<file path="config.mk">
export PLATFORM = sky130hd
export DESIGN_NAME = fifo_stream_adapter
export DESIGN_NICKNAME = d
export VERILOG_FILES = /design/src/rtl/fifo_stream_adapter.sv
export SDC_FILE = /design/constraint.sdc
export NUM_CORES = 1
export LEC_CHECK = 0
export ABC_CLOCK_PERIOD_IN_PS = 2140
export BUFFER_PORTS_ARGS = -buffer_cell sky130_fd_sc_hd__buf_2
export CORE_MARGIN = 2
export CORE_UTILIZATION = 47
export DETAILED_ROUTE_END_ITERATION = 16
export MAX_ROUTING_LAYER = met4
export PLACE_DENSITY = 0.76
export SLEW_MARGIN = 20
export SYNTH_ARGS = -nofsm -noshare
export SYNTH_HDL_FRONTEND = slang
export SYNTH_SLANG_ARGS = --single-unit
</file>
<file path="constraint.sdc">
create_clock -name clk -period 2.14 [get_ports clk]
set_clock_uncertainty 0.2 [all_clocks]
set_input_delay 0.321 -clock clk [delete_from_list [all_inputs] [get_ports clk]]
set_output_delay 0.321 -clock clk [all_outputs]
set_load 0.05 [all_outputs]
</file>
<file path="src/rtl/fifo_stream_adapter.sv">
// Adapts a registered-output FIFO (one-cycle read latency) to a valid/ready stream.
// A 2-entry skid buffer absorbs the in-flight read so full throughput survives backpressure.
module fifo_stream_adapter #(
    parameter int WIDTH     = 32,
    parameter int COUNTBITS = 16
) (
    input  logic                 clk,
    input  logic                 reset,
    input  logic                 enable,
    input  logic [WIDTH-1:0]     fifo_dataout,
    input  logic                 fifo_empty,
    output logic                 fifo_read,
    output logic [WIDTH-1:0]     m_data,
    output logic                 m_valid,
    input  logic                 m_ready,
    output logic [COUNTBITS-1:0] xfer_count
);

    logic [WIDTH-1:0]     r_head_p0;
    logic [WIDTH-1:0]     r_tail_p0;
    logic [1:0]           r_count;
    logic                 r_inflight;
    logic                 r_valid;
    logic [COUNTBITS-1:0] r_xfer;

    logic                 w_pop;
    logic [2:0]           w_occ;
    logic                 w_room;
    logic [1:0]           w_cnt_pop;
    logic [1:0]           w_count_nxt;
    logic [WIDTH-1:0]     w_head_nxt;
    logic [WIDTH-1:0]     w_tail_nxt;

    assign w_pop       = r_valid && m_ready;
    // Occupancy counts the word already requested but not yet captured.
    assign w_occ       = {1'b0, r_count} + {2'b00, r_inflight};
    assign w_room      = (w_occ - {2'b00, w_pop}) < 3'd2;
    assign fifo_read   = enable && !fifo_empty && !reset && w_room;

    assign w_cnt_pop   = r_count - {1'b0, w_pop};
    assign w_count_nxt = w_cnt_pop + {1'b0, r_inflight};

    always_comb begin
        w_head_nxt = r_head_p0;
        w_tail_nxt = r_tail_p0;
        if (w_pop && (r_count == 2'd2)) begin
            w_head_nxt = r_tail_p0;
        end
        // The arriving word lands just behind whatever survives this cycle's pop.
        if (r_inflight) begin
            if (w_cnt_pop == 2'd0) begin
                w_head_nxt = fifo_dataout;
            end else begin
                w_tail_nxt = fifo_dataout;
            end
        end
    end

    // Buffer storage stage (data path, not reset)
    always_ff @(posedge clk) begin
        r_head_p0 <= w_head_nxt;
        r_tail_p0 <= w_tail_nxt;
    end

    always_ff @(posedge clk) begin
        if (reset) begin
            r_count    <= 2'd0;
            r_inflight <= 1'b0;
            r_valid    <= 1'b0;
            r_xfer     <= '0;
        end else begin
            r_count    <= w_count_nxt;
            r_inflight <= fifo_read;
            r_valid    <= (w_count_nxt != 2'd0);
            r_xfer     <= r_xfer + {{(COUNTBITS-1){1'b0}}, w_pop};
        end
    end

    assign m_data     = r_head_p0;
    assign m_valid    = r_valid;
    assign xfer_count = r_xfer;

endmodule

</file>
# Word-level counts from Yosys, hierarchy flattened
# Cells that the tools add are included.
[word_totals]
ff_bits = 84
inputBits = 37
output_inout_bits = 50
[op_classes]
addsub = 5
order_cmp = 1
eq_ne = 1
mux = 3
bitwise = 1
reduce_logical = 10
[op_table]
columns = ["operator", "count"]
rows = [
  ["$mux W32", 3],
  ["$add A16 B1 Y16", 1],
  ["$logic_and A1 B1 Y1", 5],
  ["$add A2 B1 Y3", 1],
  ["$lt A3 B2 Y1 const B", 1],
  ["$sub A3 B1 Y3", 1],
  ["$add A2 B1 Y2", 1],
  ["$eq A2 B2 Y1 const B", 1],
  ["$logic_not A1 Y1", 2],
  ["$logic_not A2 Y1", 1],
  ["$reduce_and A2 Y1", 1],
  ["$reduce_bool A2 Y1", 1],
  ["$sub A2 B1 Y2", 1],
  ["$not A1 Y1", 1],
]

# Depth between registers and ports, before layout
# Gate-level depths: netlist of the first run.
[depth]
word_depth = 5
ltp_mapped = 8
ltp_nobuf = 8

# Least setup slack after synthesis of the first run
# Ideal clock, no wire load.
[synth_path]
path_type = "reg2out"
startpoint = "reg r_valid, in the netlist m_valid"
endpoint = "out fifo_read"
arrival_time_ns = 3.118
required_ns = 1.619
setup_slack_ns = -1.499
path_stages_with_launch = 7
n_path_buf = 0
cell_sequence = "dfxtp_1 -> nand2_1 -> nor2_1 -> o21ai_0 -> fa_1 -> nand2_1 -> nor4_1"
[synth_via]
elab_chain_cells = 4
[synth_lines]
columns = ["item", "line_no", "source"]
rows = [
  ["start, declared", "23", "logic r_valid;"],
  ["start signal, assigned", "74", "r_valid <= (w_count_nxt != 2'd0);"],
  ["$logic_and A1 B1 Y1", "34", "assign w_pop = r_valid && m_ready;"],
  ["$sub A3 B1 Y3", "37", "assign w_room = (w_occ - {2'b00, w_pop}) < 3'd2;"],
  ["$lt A3 B2 Y1", "37", ""],
  ["$logic_and A1 B1 Y1", "38", "assign fifo_read = enable && !fifo_empty && !reset && w_room;"],
  ["end, declared", "12", "output logic fifo_read,"],
]
# No other way between the ends.

# Worst setup path in the final report of the first run
# Ends and elaborated chain as after synthesis.

==> qor.yml, run 1 <==
worstSetupPathType: "reg -> out"
synth_cells: 274
p_per_area_nw_per_um2: 1210
dp_hpwl_um: 4060
min_from: "enable"
hold_path_end: "r_inflight"
ff2ff_path_depth: 8
wire_per_inst_um: 12.9
yosys_most_used_dff: "dfxtp_1"
drive_above_1_share: 0.329
htreeDepth: 3
area_growth_pct: 37.6
cp.arrival_ps: 1980
grt_max_degree: 55
max_slew.worst_pin.slew_ps: 430
peakVddDrop_uv: 608
routed_via_density: 4.83
drc: 0
portBuffers: 86
die_y_um: 86.5
synth.top_cell.area_share: 0.326
cp-end-kind: "output port"
synth_nets: 315
finalSetupViolCount: 1
die_width_um: 86.5
synth_mux_area_frac: 0.114
yosysMostFrequentCell: "dfxtp_1"
setup_slack_ps: -360
finish.utilization: 0.658
failed_checks: "negative setup slack"
synth_area_leaders: "dfxtp_1, edfxtp_1, mux2i_1"
fin_nets: 446
core_um2: 6680
yosysWarnings: 0
clk_pin_slew_ps: 80
status: "finished, violations left"
cts_buffers: 9
hold_viol: 0
finalWeightedCongestion: 0.769
holdPathStages: 3
min_period_over_period: 1.17
drt-pass1-iter-count: 4
n_antenna_cell: 0
via_count: 2367
synth-simple-area-share: 0.128
rows: 30
synth-edff-count: 32
drv_slew: 0
cts_root_buf: "clkbuf_8"
grt_pass1_wl_um: 10100
synth_xor_area_frac: 0.0329
ys_ff_latch: 84
syn_avg_cell_area_um2: 11.7
finalPower_mw: 5.30
synth_common_cells: "dfxtp_1, nand2_1, edfxtp_1, mux2i_1, o21ai_0"
grt_usage: 0.179
grt_pass1_vias: 2241
first_iter_violations: 148
synth_cell_types: 32
postSynth.asyncResetShare: 0
fmax_mhz: 400
cp-start-kind: "flop"
io_pins: 87
dpl_worst_slack_ps: -291
yosysTopAreaCell: "dfxtp_1"
hold_path.class: "in -> reg"
leakage_nw: 2.01
antenna_found_initial: 0
cp.required_ps: 1620
r2r-end: "m_valid"
gr-total-overflow: 0
synth_compound_area_frac: 0.0595
routed_wl_um: 6320
drv_cap: 0
ant_nets: 0
start_util: 0.478
worstSkewPairLatency_ps: 350
cts_tree: "yes"
reg2reg_from: "m_valid"
synthAdderAreaFrac: 0.0180
rsz0062_at_grt: "yes"
clock_tree.buffer_depth: 2
yosysSeqAreaShare: 0.626
syn_area_um2: 3200
cts.sinks: 84
fin_crit_ps: 2500
r2r_setup_slack_ps: 100
relSlewSlack: 0.711
die-area_um2: 7470
synth_top_family_by_area: "simple AND/OR/NAND/NOR gates"
path_max_fanout: 3
-- final cells by class --
class                   count  area (um2)
inverters                   2        7.51
clock inverters             7        56.3
repair buffers            133         910
clock buffers               9         124
fillers                   539        2280
flip-flops and latches     84        2010
multi-input cells         175        1190
well taps                  80         100
-- routing by layer --
metal	up-vias	wire, um	global-route usage
met5	-	0	-
met4	0	86	0.0866
met3	7	245	0.0381
met2	58	3120	0.277
met1	1081	2870	0.226
li1	1221	-	-
-- flip-flops by register name, indices dropped and copies added (netlist names) --
name and cells:
xfer_count 16, r_count 2, m_valid 1, r_inflight 1, r_tail_p0 32, m_data 32
-- cells in the final DEF (no fill, tap or decap), types with 2 or more instances in the layout --
cell,n
inv_6,4
o21ai_0,31
nor3_1,3
xnor2_1,8
mux2i_1,32
nand3_1,8
nor4_1,2
dfxtp_1,49
dlygate4sd3_1,33
nor2b_1,7
nand2_1,37
edfxtp_1,32
nor2_1,16
mux2_2,2
buf_4,11
buf_12,3
buf_2,85
inv_1,2
ha_1,2
clkbuf_8,9
dfxtp_2,2
xor2_1,3
mux2_1,2
nand2_2,2
o21ai_1,2
-- stage by stage --
stage	area [um2]	std cells	hold slack, ps	TNS [ps]
global route	4400	490	44.1	-435
CTS	4370	490	41.2	-418
detailed placement	3850	441	301	-291
floorplan	3230	274	200	-303
finish	4400	490	57.0	-360
global placement	3850	441	281	-246
-- critical path, stage by stage, from the launching register on --
cell and delay (ps):
dfxtp_4 360, nand2_4 70, and2_4 140, o21ai_2 50
fa_1 500, nand2_2 80, nor4_4 240, buf_6 200
-- kinds of logic (layout without fill, tap and decap cells) --
logic type / after synthesis / after routing
simple gates: 86 / 86
xor+xnor: 12 / 12
buf+inv: 15 / 151
mux: 36 / 36
fa+ha+maj: 4 / 4
compound gates: 37 / 37
flops: 84 / 84
-- how the worst max path moves through the flow --
stage / from / end / cells after the start
after floorplan: m_valid / fifo_read / 6
after global placement: m_ready / fifo_read / 8
after detailed placement: m_ready / fifo_read / 8
after CTS: m_valid / fifo_read / 7
after global routing: m_valid / fifo_read / 7
final: m_valid / fifo_read / 7
-- where the power goes --
group	internal (mW)	total (mW)	switching, mW
registers	2.01	2.17	0.151
logic	0.593	2.10	1.50
clock network	0.438	1.04	0.601
total	3.05	5.30	2.26
-- repair_timing --
item	4_1_cts	5_1_grt
gates resized for setup	3	6
endpoints found under the setup margin	1	2
buffers inserted	0	0
endpoints found under the hold margin	65	0
hold buffers	33	0
pin swaps	1	1
(Power assumes the default switching activity.)
==> inputs of run 2 (changes only) <==
--- a/config.mk
+++ b/config.mk
@@ -5,13 +5,13 @@
 export SDC_FILE = /design/constraint.sdc
 export NUM_CORES = 1
 export LEC_CHECK = 0
-export ABC_CLOCK_PERIOD_IN_PS = 2140
+export ABC_CLOCK_PERIOD_IN_PS = 2700
 export BUFFER_PORTS_ARGS = -buffer_cell sky130_fd_sc_hd__buf_2
 export CORE_MARGIN = 2
-export CORE_UTILIZATION = 47
+export CORE_UTILIZATION = 51
 export DETAILED_ROUTE_END_ITERATION = 16
 export MAX_ROUTING_LAYER = met4
-export PLACE_DENSITY = 0.76
+export PLACE_DENSITY = 0.78
 export SLEW_MARGIN = 20
 export SYNTH_ARGS = -nofsm -noshare
 export SYNTH_HDL_FRONTEND = slang
==> constraint.sdc (replaced) <==
create_clock -name clk -period 2.7 [get_ports clk]
set_clock_uncertainty 0.2 [all_clocks]
set_input_delay 0.405 -clock clk [delete_from_list [all_inputs] [get_ports clk]]
set_output_delay 0.405 -clock clk [all_outputs]
set_load 0.05 [all_outputs]
==> qor.yml, run 2 (synthesis results as in run 1) <==
finalSetupViolCount: 0  # -1
fin_nets: 406  # -9.0%
instances_no_fill: 445  # -9.2%
wire_per_inst_um: 13.3  # +3.3%
min_period_over_period: 0.987
die_y_um: 83.2  # -3.8%
clock_tree.buffer_depth: 2  # unchanged
fmax_mhz: 375
path_max_fanout: 4  # +1
p_per_area_nw_per_um2: 1080  # -11%
hold_path_end: "r_tail_p0[19]"
hold_slack_ps: 45.3  # -11.8 ps
fillers: 470  # -13%
antenna_found_initial: 0  # unchanged
die-area_um2: 6910  # -7.5%
r2r-end: "m_valid"
hold_path.class: "in -> reg"
drive_above_1_share: 0.332  # +0.00316
drv_cap: 0  # unchanged
relSlewSlack: 0.708  # -0.00341
layout_common_cells: "buf_2, dfxtp_1, nand2_1"
gr-total-overflow: 0  # unchanged
crit_chain: "nand2_4, and2_4, o21ai_2, fa_1, nand2_2, nor4_4, buf_6"
grt_pass1_wl_um: 9700  # -4.0%
cts_buffers: 9  # unchanged
grt_usage: 0.182  # +0.00269
n_antenna_cell: 0  # unchanged
die_width_um: 83.2  # -3.8%
setup_slack_ps: 34.1  # +394 ps
max_slew.worst_pin.slew_ps: 435  # +4.79 ps
crit_slowest_cell: "fa_1"
clk_pin_slew_ps: 90  # about the same
cp_num_buf_inv: 1  # unchanged
io_pins: 87  # unchanged
cp-start-kind: "flop"
layout_commonest_cell: "buf_2"
routed_wl_um: 5930  # -6.2%
ant_nets: 0  # unchanged
portBuffers: 86  # unchanged
core_um2: 5990  # -10%
via_count: 2219  # -6.3%
dp_cells: 428  # -2.9%
worstSkewPairLatency_ps: 340  # about the same
ff2ff_path_depth: 7  # -1
area_growth_pct: 25.8
cpLargestDelayFamily: "simple AND/OR/NAND/NOR gates"
peakVddDrop_uv: 634  # +4.3%
first_iter_violations: 97  # -34%
htreeDepth: 3  # unchanged
finish.utilization: 0.671  # +0.0128
routed_via_density: 4.99  # +3.2%
rsz0062_at_grt: "yes"
r2r_setup_slack_ps: 600  # +500 ps
fin_crit_ps: 2670
cts.sinks: 84  # unchanged
drc: 0  # unchanged
finalWeightedCongestion: 0.752  # -2.2%
worstSetupPathType: "reg -> out"
crit_path_max_incr_delay_ps: 530  # +30 ps
fin_setup_tns_ps: 0  # +360 ps
cp.required_ps: 2100  # +480 ps
holdPathStages: 1  # -2
hold_viol: 0  # unchanged
status: "complete, no violations"
dpl_worst_slack_ps: 17.3  # +308 ps
rows: 28  # -6.7%
dp_hpwl_um: 4060  # -0.14%
reg2reg_from: "r_count[0]"
drv_slew: 0  # unchanged
cts_tree: "yes"
leakage_nw: 1.86  # -7.6%
start_util: 0.533  # +0.0551
cts_root_buf: "clkbuf_8"
grt_max_degree: 41  # -25%
grt_pass1_vias: 2134  # -4.8%
cp-end-kind: "output port"
min_from: "fifo_dataout[19]"
cp.arrival_ps: 2060  # +80 ps
drt-pass1-iter-count: 4  # unchanged
[run 2: changes by cell type in the layout (fill, tap and decap cells not counted), sizes merged]
cell         delta
inv             -4
clkbuf          +1
dlygate4sd3    -33
clkinvlp        +1
bufinv          +3
clkinv          -1
buf             -7
[run 2: metrics by stage]
stage	area, um2	power [mW]
CTS	4000	4.37
global placement	3740	3.25
global route	4020	4.55
finish	4020	4.33
detailed placement	3740	3.30
floorplan	3210	2.93
[run 2: worst max-delay path by stage]
| stage | start | end | depth (start not counted) | slack, ps |
|---|---|---|---|---|
| after floorplan | m_valid | fifo_read | 6 | 40 |
| after global placement | m_ready | fifo_read | 8 | 80 |
| after detailed placement | m_ready | fifo_read | 8 | 20 |
| after CTS | m_valid | fifo_read | 7 | 0.6 |
| after global routing | m_valid | fifo_read | 7 | -40 |
| final | m_valid | fifo_read | 7 | 30 |
[run 2: area by class of cell]
cell class / count / area [um2] / area share
Tap cell: 75 / 93.8 / 0.0233
Inverter: 2 / 7.51 / 0.00187
Clock buffer: 10 / 128 / 0.0318
Multi-Input combinational cell: 175 / 1170 / 0.290
Timing Repair Buffer: 93 / 502 / 0.125
Sequential cell: 84 / 2010 / 0.499
Clock inverter: 6 / 114 / 0.0283
[run 2: where the power goes]
part | total (mW) | switching [mW] | leakage (nW) | internal [mW]
combinational | 1.55 | 1.16 | 1.03 | 0.395
clock | 1.05 | 0.432 | 0.113 | 0.616
sequential | 1.73 | 0.137 | 0.719 | 1.60
total | 4.33 | 1.73 | 1.86 | 2.61
[run 2: timing repair]
| action | CTS | global route |
|---|---|---|
| endpoints found under the setup margin | 1 | 1 |
| hold buffers | 0 | 0 |
| pin swaps | 2 | 5 |
| gates resized for setup | 3 | 8 |
| buffers inserted | 1 | 0 |
[run 2: per-layer routing]
| layer | wire length, um | vias up | global-route usage |
|---|---|---|---|
| li1 | - | 1134 | - |
| met1 | 2710 | 1018 | 0.224 |
| met2 | 2810 | 55 | 0.280 |
| met3 | 257 | 12 | 0.0417 |
| met4 | 150 | 0 | 0.0984 |
| met5 | 0 | - | - |
